### config.mk
export PLATFORM = sky130hd
export DESIGN_NAME = pac_flash_writer
export DESIGN_NICKNAME = d
export VERILOG_FILES = /design/src/rtl/pac_flash_writer_pkg.sv /design/src/rtl/pac_flash_writer_watchdog.sv /design/src/rtl/pac_flash_writer.sv
export SDC_FILE = /design/constraint.sdc
export NUM_CORES = 1
export LEC_CHECK = 0
export ABC_AREA = 1
export CAP_MARGIN = 20
export CORE_UTILIZATION = 43
export CTS_BUF_LIST = sky130_fd_sc_hd__clkbuf_16
export CTS_CLUSTER_DIAMETER = 150
export DETAILED_ROUTE_END_ITERATION = 10
export GPL_ROUTABILITY_DRIVEN = 1
export GPL_TIMING_DRIVEN = 0
export PLACE_DENSITY = 0.78
export SYNTH_ARGS = -nofsm -noshare
export SYNTH_HDL_FRONTEND = slang
export SYNTH_HIERARCHICAL = 1
export SYNTH_SLANG_ARGS = --single-unit
export TNS_END_PERCENT = 5
### constraint.sdc
create_clock -name clk -period 1.8 [get_ports clk]
set_input_delay 0.27 -clock clk [delete_from_list [all_inputs] [get_ports clk]]
set_output_delay 0.27 -clock clk [all_outputs]
set_load 0.005 [all_outputs]
### src/rtl/pac_flash_writer_pkg.sv
// Shared constants for the PAC write-back path: flash command codes, default
// SD-RAM / flash addresses of the PAC image, and its size.
package pac_flash_writer_pkg;

  localparam logic [1:0] FLASH_CMD_NOP   = 2'd0;
  localparam logic [1:0] FLASH_CMD_ERASE = 2'd1;
  localparam logic [1:0] FLASH_CMD_PROG  = 2'd2;

  localparam logic [23:0] RAM_ADDR_PAC   = 24'h77_E000;
  localparam logic [23:0] FLASH_ADDR_PAC = 24'h1F_0000;
  localparam logic [23:0] PAC_COPY_SIZE  = 24'h00_2000;

  localparam int PAC_PAGE_BYTES = 256;
  localparam int PAC_OFFSET_W   = 14;

  // Base plus byte offset; any carry out of bit 23 is discarded.
  function automatic logic [23:0] pac_addr(input logic [23:0]             base,
                                           input logic [PAC_OFFSET_W-1:0] offset);
    return base + {{(24-PAC_OFFSET_W){1'b0}}, offset};
  endfunction

endpackage

### src/rtl/pac_flash_writer_watchdog.sv
// Per-operation watchdog for the PAC writer: counts cycles while running and
// flags expiry after LIMIT cycles. Only instantiated with PAC_WRITE_TIMEOUT_EN.
module pac_wr_watchdog #(
  parameter logic [23:0] LIMIT = 24'd16_000_000
) (
  input  logic clk,
  input  logic reset_n,
  input  logic i_clear,
  input  logic i_run,
  output logic o_expired
);

  logic [23:0] r_count;

  always_ff @(posedge clk or negedge reset_n) begin
    if (!reset_n) begin
      r_count <= '0;
    end else if (i_clear) begin
      r_count <= '0;
    end else if (i_run && !o_expired) begin
      r_count <= r_count + 24'd1;
    end
  end

  // Asserted during the LIMIT-th running cycle.
  assign o_expired = i_run && (r_count >= LIMIT - 24'd1);

endmodule

### src/rtl/pac_flash_writer.sv
// PAC write-back: erases the PAC flash sector, then copies the image from
// SD-RAM one byte at a time in 256-byte page programs.
// Optional per-operation flash timeout: define PAC_WRITE_TIMEOUT_EN.
module pac_flash_writer
  import pac_flash_writer_pkg::*;
#(
  parameter logic [23:0] RAM_BASE       = RAM_ADDR_PAC,
  parameter logic [23:0] FLASH_BASE     = FLASH_ADDR_PAC,
  parameter int          PAC_BYTES      = int'(PAC_COPY_SIZE),
  parameter int          PAGE_BYTES     = PAC_PAGE_BYTES,
  parameter logic [23:0] TIMEOUT_CYCLES = 24'd16_000_000
) (
  input  logic        clk,
  input  logic        reset_n,
  input  logic        start,
  output logic        busy,
  output logic        done,
  output logic        error,
  output logic        ram_rd,
  output logic [23:0] ram_addr,
  input  logic        ram_ack,
  input  logic [7:0]  ram_rdata,
  output logic        flash_cmd_valid,
  input  logic        flash_cmd_ready,
  output logic [1:0]  flash_cmd,
  output logic [23:0] flash_addr,
  output logic        flash_wvalid,
  input  logic        flash_wready,
  output logic [7:0]  flash_wdata,
  input  logic        flash_done
);

  typedef enum logic [3:0] {
    S_IDLE, S_ERASE, S_WAIT_ERASE, S_PROG_CMD, S_RD, S_WR, S_WAIT_PROG, S_FIN, S_ABORT
  } state_t;

  localparam logic [PAC_OFFSET_W-1:0] LAST_OFFSET = PAC_OFFSET_W'(PAC_BYTES);
  localparam logic [PAC_OFFSET_W-1:0] PAGE_MASK   = PAC_OFFSET_W'(PAGE_BYTES - 1);

  state_t                  r_state, w_next;
  logic [PAC_OFFSET_W-1:0] r_offset;
  logic [PAC_OFFSET_W-1:0] w_offset_inc;
  logic [7:0]              r_data;
  logic                    w_page_end;
  logic                    w_wd_expired;

  assign w_offset_inc = r_offset + 1'b1;
  assign w_page_end   = (w_offset_inc & PAGE_MASK) == '0;

  // NOTE: sequential state uses non-blocking assignments so every register
  // samples pre-edge values regardless of statement order.
  always_ff @(posedge clk or negedge reset_n) begin
    if (!reset_n) begin
      r_state  <= S_IDLE;
      r_offset <= '0;
      r_data   <= '0;
    end else begin
      r_state <= w_next;
      // Clearing on start also recovers a clean offset after an aborted copy.
      if (r_state == S_IDLE && start) begin
        r_offset <= '0;
      end else if (r_state == S_WR && flash_wready) begin
        r_offset <= w_offset_inc;
      end
      if (r_state == S_RD && ram_ack) begin
        r_data <= ram_rdata;
      end
    end
  end

  // NOTE: every output and the next state get a default before the case, so
  // no path through this block can infer a latch.
  always_comb begin
    w_next          = r_state;
    busy            = 1'b0;
    done            = 1'b0;
    ram_rd          = 1'b0;
    ram_addr        = '0;
    flash_cmd_valid = 1'b0;
    flash_cmd       = FLASH_CMD_NOP;
    flash_addr      = '0;
    flash_wvalid    = 1'b0;
    flash_wdata     = '0;
    unique case (r_state)
      S_IDLE: begin
        if (start) w_next = S_ERASE;
      end
      S_ERASE: begin
        busy            = 1'b1;
        flash_cmd_valid = 1'b1;
        flash_cmd       = FLASH_CMD_ERASE;
        flash_addr      = FLASH_BASE;
        if (flash_cmd_ready) w_next = S_WAIT_ERASE;
      end
      S_WAIT_ERASE: begin
        busy = 1'b1;
        if (flash_done)        w_next = S_PROG_CMD;
        else if (w_wd_expired) w_next = S_ABORT;
      end
      S_PROG_CMD: begin
        busy            = 1'b1;
        flash_cmd_valid = 1'b1;
        flash_cmd       = FLASH_CMD_PROG;
        flash_addr      = pac_addr(FLASH_BASE, r_offset);
        if (flash_cmd_ready) w_next = S_RD;
      end
      S_RD: begin
        busy     = 1'b1;
        ram_rd   = 1'b1;
        ram_addr = pac_addr(RAM_BASE, r_offset);
        if (ram_ack) w_next = S_WR;
      end
      S_WR: begin
        busy         = 1'b1;
        flash_wvalid = 1'b1;
        flash_wdata  = r_data;
        if (flash_wready) w_next = w_page_end ? S_WAIT_PROG : S_RD;
      end
      S_WAIT_PROG: begin
        busy = 1'b1;
        if (flash_done)        w_next = (r_offset == LAST_OFFSET) ? S_FIN : S_PROG_CMD;
        else if (w_wd_expired) w_next = S_ABORT;
      end
      S_FIN: begin
        done   = 1'b1;
        w_next = S_IDLE;
      end
      S_ABORT: begin
        w_next = S_IDLE;
      end
      default: w_next = S_IDLE;
    endcase
  end

`ifdef PAC_WRITE_TIMEOUT_EN
  logic w_wd_run;
  assign w_wd_run = (r_state == S_WAIT_ERASE) || (r_state == S_WAIT_PROG);

  pac_wr_watchdog #(.LIMIT(TIMEOUT_CYCLES)) u_watchdog (
    .clk       (clk),
    .reset_n   (reset_n),
    .i_clear   (!w_wd_run),
    .i_run     (w_wd_run),
    .o_expired (w_wd_expired)
  );

  assign error = (r_state == S_ABORT);
`else
  logic w_unused_timeout;
  assign w_unused_timeout = ^TIMEOUT_CYCLES;
  assign w_wd_expired     = 1'b0;
  assign error            = 1'b0;
`endif

endmodule

==> flow_metrics.env <==
export IMPL_num_rows=23
export IMPL_arrival_ns=1.75
export IMPL_maxSlewViolCount=0
export IMPL_power_density_nw_per_um2=1356
export IMPL_hold_class="in2async"
export IMPL_grt_pass1_wl_um=8335
export IMPL_drive_above_1_share_pct=27.45
export IMPL_power_total_mw=3.948
export IMPL_cts_root_buf="clkbuf_16"
export IMPL_max_stage_delay_ns=0.48
export IMPL_fp_dieArea_um2=4627
export IMPL_cts_tree="done"
export IMPL_ios=79
export IMPL_fin_crit_sh_pct=112.3
export IMPL_drcViolationCount=0
export IMPL_yosysSeqAreaShare_pct=33.38
export IMPL_synth_edf_count=0
export IMPL_cts_sink_count=25
export IMPL_rsz0062_at_grt="true"
export IMPL_coreArea_um2=4086
export IMPL_syn_to_final_growth_pct=55.34
export IMPL_drtIter0Drc=131
export IMPL_synth_top_area_share_pct=33.38
export IMPL_yosys_top_cells_area="dfrtp_1 (33%), nor2_1 (13%), nand2_1 (8.2%)"
export IMPL_worst_setup_path_end_kind="output pin"
export IMPL_grtUsageTotal_pct=23.71
export IMPL_die_w_um=68.02
export IMPL_fmax_mhz=494.6
export IMPL_cts_buffers=3
export IMPL_synth_warnings=6
export IMPL_max_cap_violations=0
export IMPL_switching_share_pct=40.13
export IMPL_setup_tns_ns=-2.224
export IMPL_grt_pass1_vias=1866
export IMPL_async_flop_share_pct=100.0
export IMPL_pwr_share_seq_pct=24.3
export IMPL_antenna_found_initial=0
export IMPL_switching_power_mw=1.585
export IMPL_clock_skew_ns=0.001858
export IMPL_power_internal_mw=2.364
export IMPL_place_ws_ns=-0.5485
export IMPL_fin_crit_ns=2.022
export IMPL_hpwl_um=3683
export IMPL_cp_required_ns=1.53
export IMPL_hold_violations=0
export IMPL_synth_top_area_cell="dfrtp_1"
export IMPL_grt_ovfl_total=0
export IMPL_crit_path_start_kind="flop"
export IMPL_p_comb_share_pct=62.7
export IMPL_slew_headroom_pct=54.12
export IMPL_ys_ff_latch=25
export IMPL_holdBufCountCts=0
export IMPL_status="finished with violations"
export IMPL_setup_viol=18
export IMPL_grt_max_degree=15
export IMPL_tightest_slew_ns=0.6860
export IMPL_antenna_left=0
export IMPL_gp_congestion=0.9668
export IMPL_violations="setup timing"
export IMPL_final_core_util_pct=71.25
export IMPL_criticalPathCategory="reg2out"
export IMPL_nNetsFinal=387
export IMPL_p_clk_share_pct=13.0
export IMPL_synth_area_um2=1874
export IMPL_p_leak_nw=1.568
export IMPL_cts_buffer_depth=2
export IMPL_firstDrtPassIters=4
export IMPL_final_common_cell="nor2_1"
export IMPL_syn_avg_cell_area_um2=6.942
export IMPL_die_h_um=68.02
export IMPL_ys_flop_type="dfrtp_1"
export IMPL_start_util_pct=45.87
export IMPL_wire_per_inst_um=12.47
export IMPL_clkLatencyLatePin_ns=0.26
export IMPL_netlist_instances=270
export IMPL_worst_slack_ns=-0.2217
export IMPL_crit_path_max_fanout=7
export IMPL_final_cell_mix="nor2_1 (63), nand2_1 (41), inv_1 (33), buf_4 (33), clkdlybuf4s50_1 (32)"
export IMPL_port_buffers=71
export IMPL_clk_pin_slew_ns=0.07
export IMPL_via_per_inst=4.873
export IMPL_slowest_stage="clkdlybuf4s50_1"
export IMPL_totalWireLength_um=5212
export IMPL_ir_drop_mv=0.7133
export IMPL_cts_htree_levels=1
export IMPL_num_antenna_cells=0
export IMPL_cp_cell_sequence="nor2_4, nand2_2, buf_6, inv_4, buf_4, clkdlybuf4s50_1"
export IMPL_vias=2037
export IMPL_synth_cell_types=32
==> cell families after synthesis <==
family	synth area share, %
flops	33.38
fa+ha+maj	2.003
xor+xnor	0.9348
simple gates	34.71
compound gates	10.21
buf+inv	18.56
other cells	0.2001
==> power groups by stage <==
stage / combinational, mW / sequential [mW] / clock (mW)
detailed placement: 2.12 / 0.960 / 0
floorplan: 1.31 / 0.919 / 0
global route: 2.73 / 0.985 / 0.547
global placement: 2.09 / 0.949 / 0
CTS: 2.40 / 0.951 / 0.512
finish: 2.48 / 0.960 / 0.512
==> area by class of cell <==
class | count | area, µm²
Fill cell | 332 | 1175
Multi-Input combinational cell | 187 | 967.2
Timing Repair Buffer | 88 | 798.3
Sequential cell | 25 | 628.1
Buffer | 25 | 226.5
Inverter | 39 | 148.9
Clock buffer | 3 | 75.07
Tap cell | 50 | 62.56
Clock inverter | 1 | 5.005
==> per-stage QoR <==
stage               instance area, µm²  std cells  hold slack [ns]
global route                      2912        418           0.4707
detailed placement                2685        398           0.5012
global placement                  2670        397           0.4916
CTS                               2914        416           0.4469
floorplan                         1897        276         -0.02559
finish                            2912        418           0.4240
==> layer usage <==
metal  vias up  routed length (µm)  global-route usage (%)
met5         -                   0                       0
met4         0                  63                   7.813
met3         8                 315                   2.333
met2        82                2579                   40.93
met1       931                2253                   30.67
li1       1016                   -                       -
==> state kept, by name, indices dropped and copies added (netlist names) <==
signal / cells
r_data: 8
r_offset: 14
r_state: 3
==> worst max-delay path, delay by kind of cell, from the launching register on <==
kind	cells	cell delay (ns)
buf+inv	4	0.80
flops	1	0.47
simple gates	2	0.22
==> path summary, 6_finish.rpt <==
path / startpoint / endpoint / slack (ns) / depth (start not counted)
max in group asynchronous: reset_n / r_offset[0] / 0.85 / 2
min: reset_n / r_offset[11] / 0.42 / 1
max reg2reg: r_state[0] / r_offset[8] / 0.27 / 8
max: r_state[1] / ram_addr[20] / -0.22 / 6
min in group clk: r_data[6] / r_data[6] / 0.51 / 2
min reg2reg: r_data[6] / r_data[6] / 0.51 / 2
==> Yosys cell counts (3+ instances only) <==
master,n
a21oi_1,12
nor3_1,4
o21ai_1,3
nor2_1,67
nand3_1,13
inv_2,6
nand2_1,41
dfrtp_1,25
nand2_2,5
o21ai_0,4
buf_4,20
inv_1,33
nand4_1,5
ha_1,3
o21ai_2,7
==> what timing repair did <==
item / 4_1_cts / 5_1_grt
resized for setup: 59 / 44
setup endpoints to repair: 57 / 49
pin swaps: 1 / 2
cloned: 0 / 0
buffers inserted: 14 / 2
No activity file was read; power rests on OpenSTA's default activity.
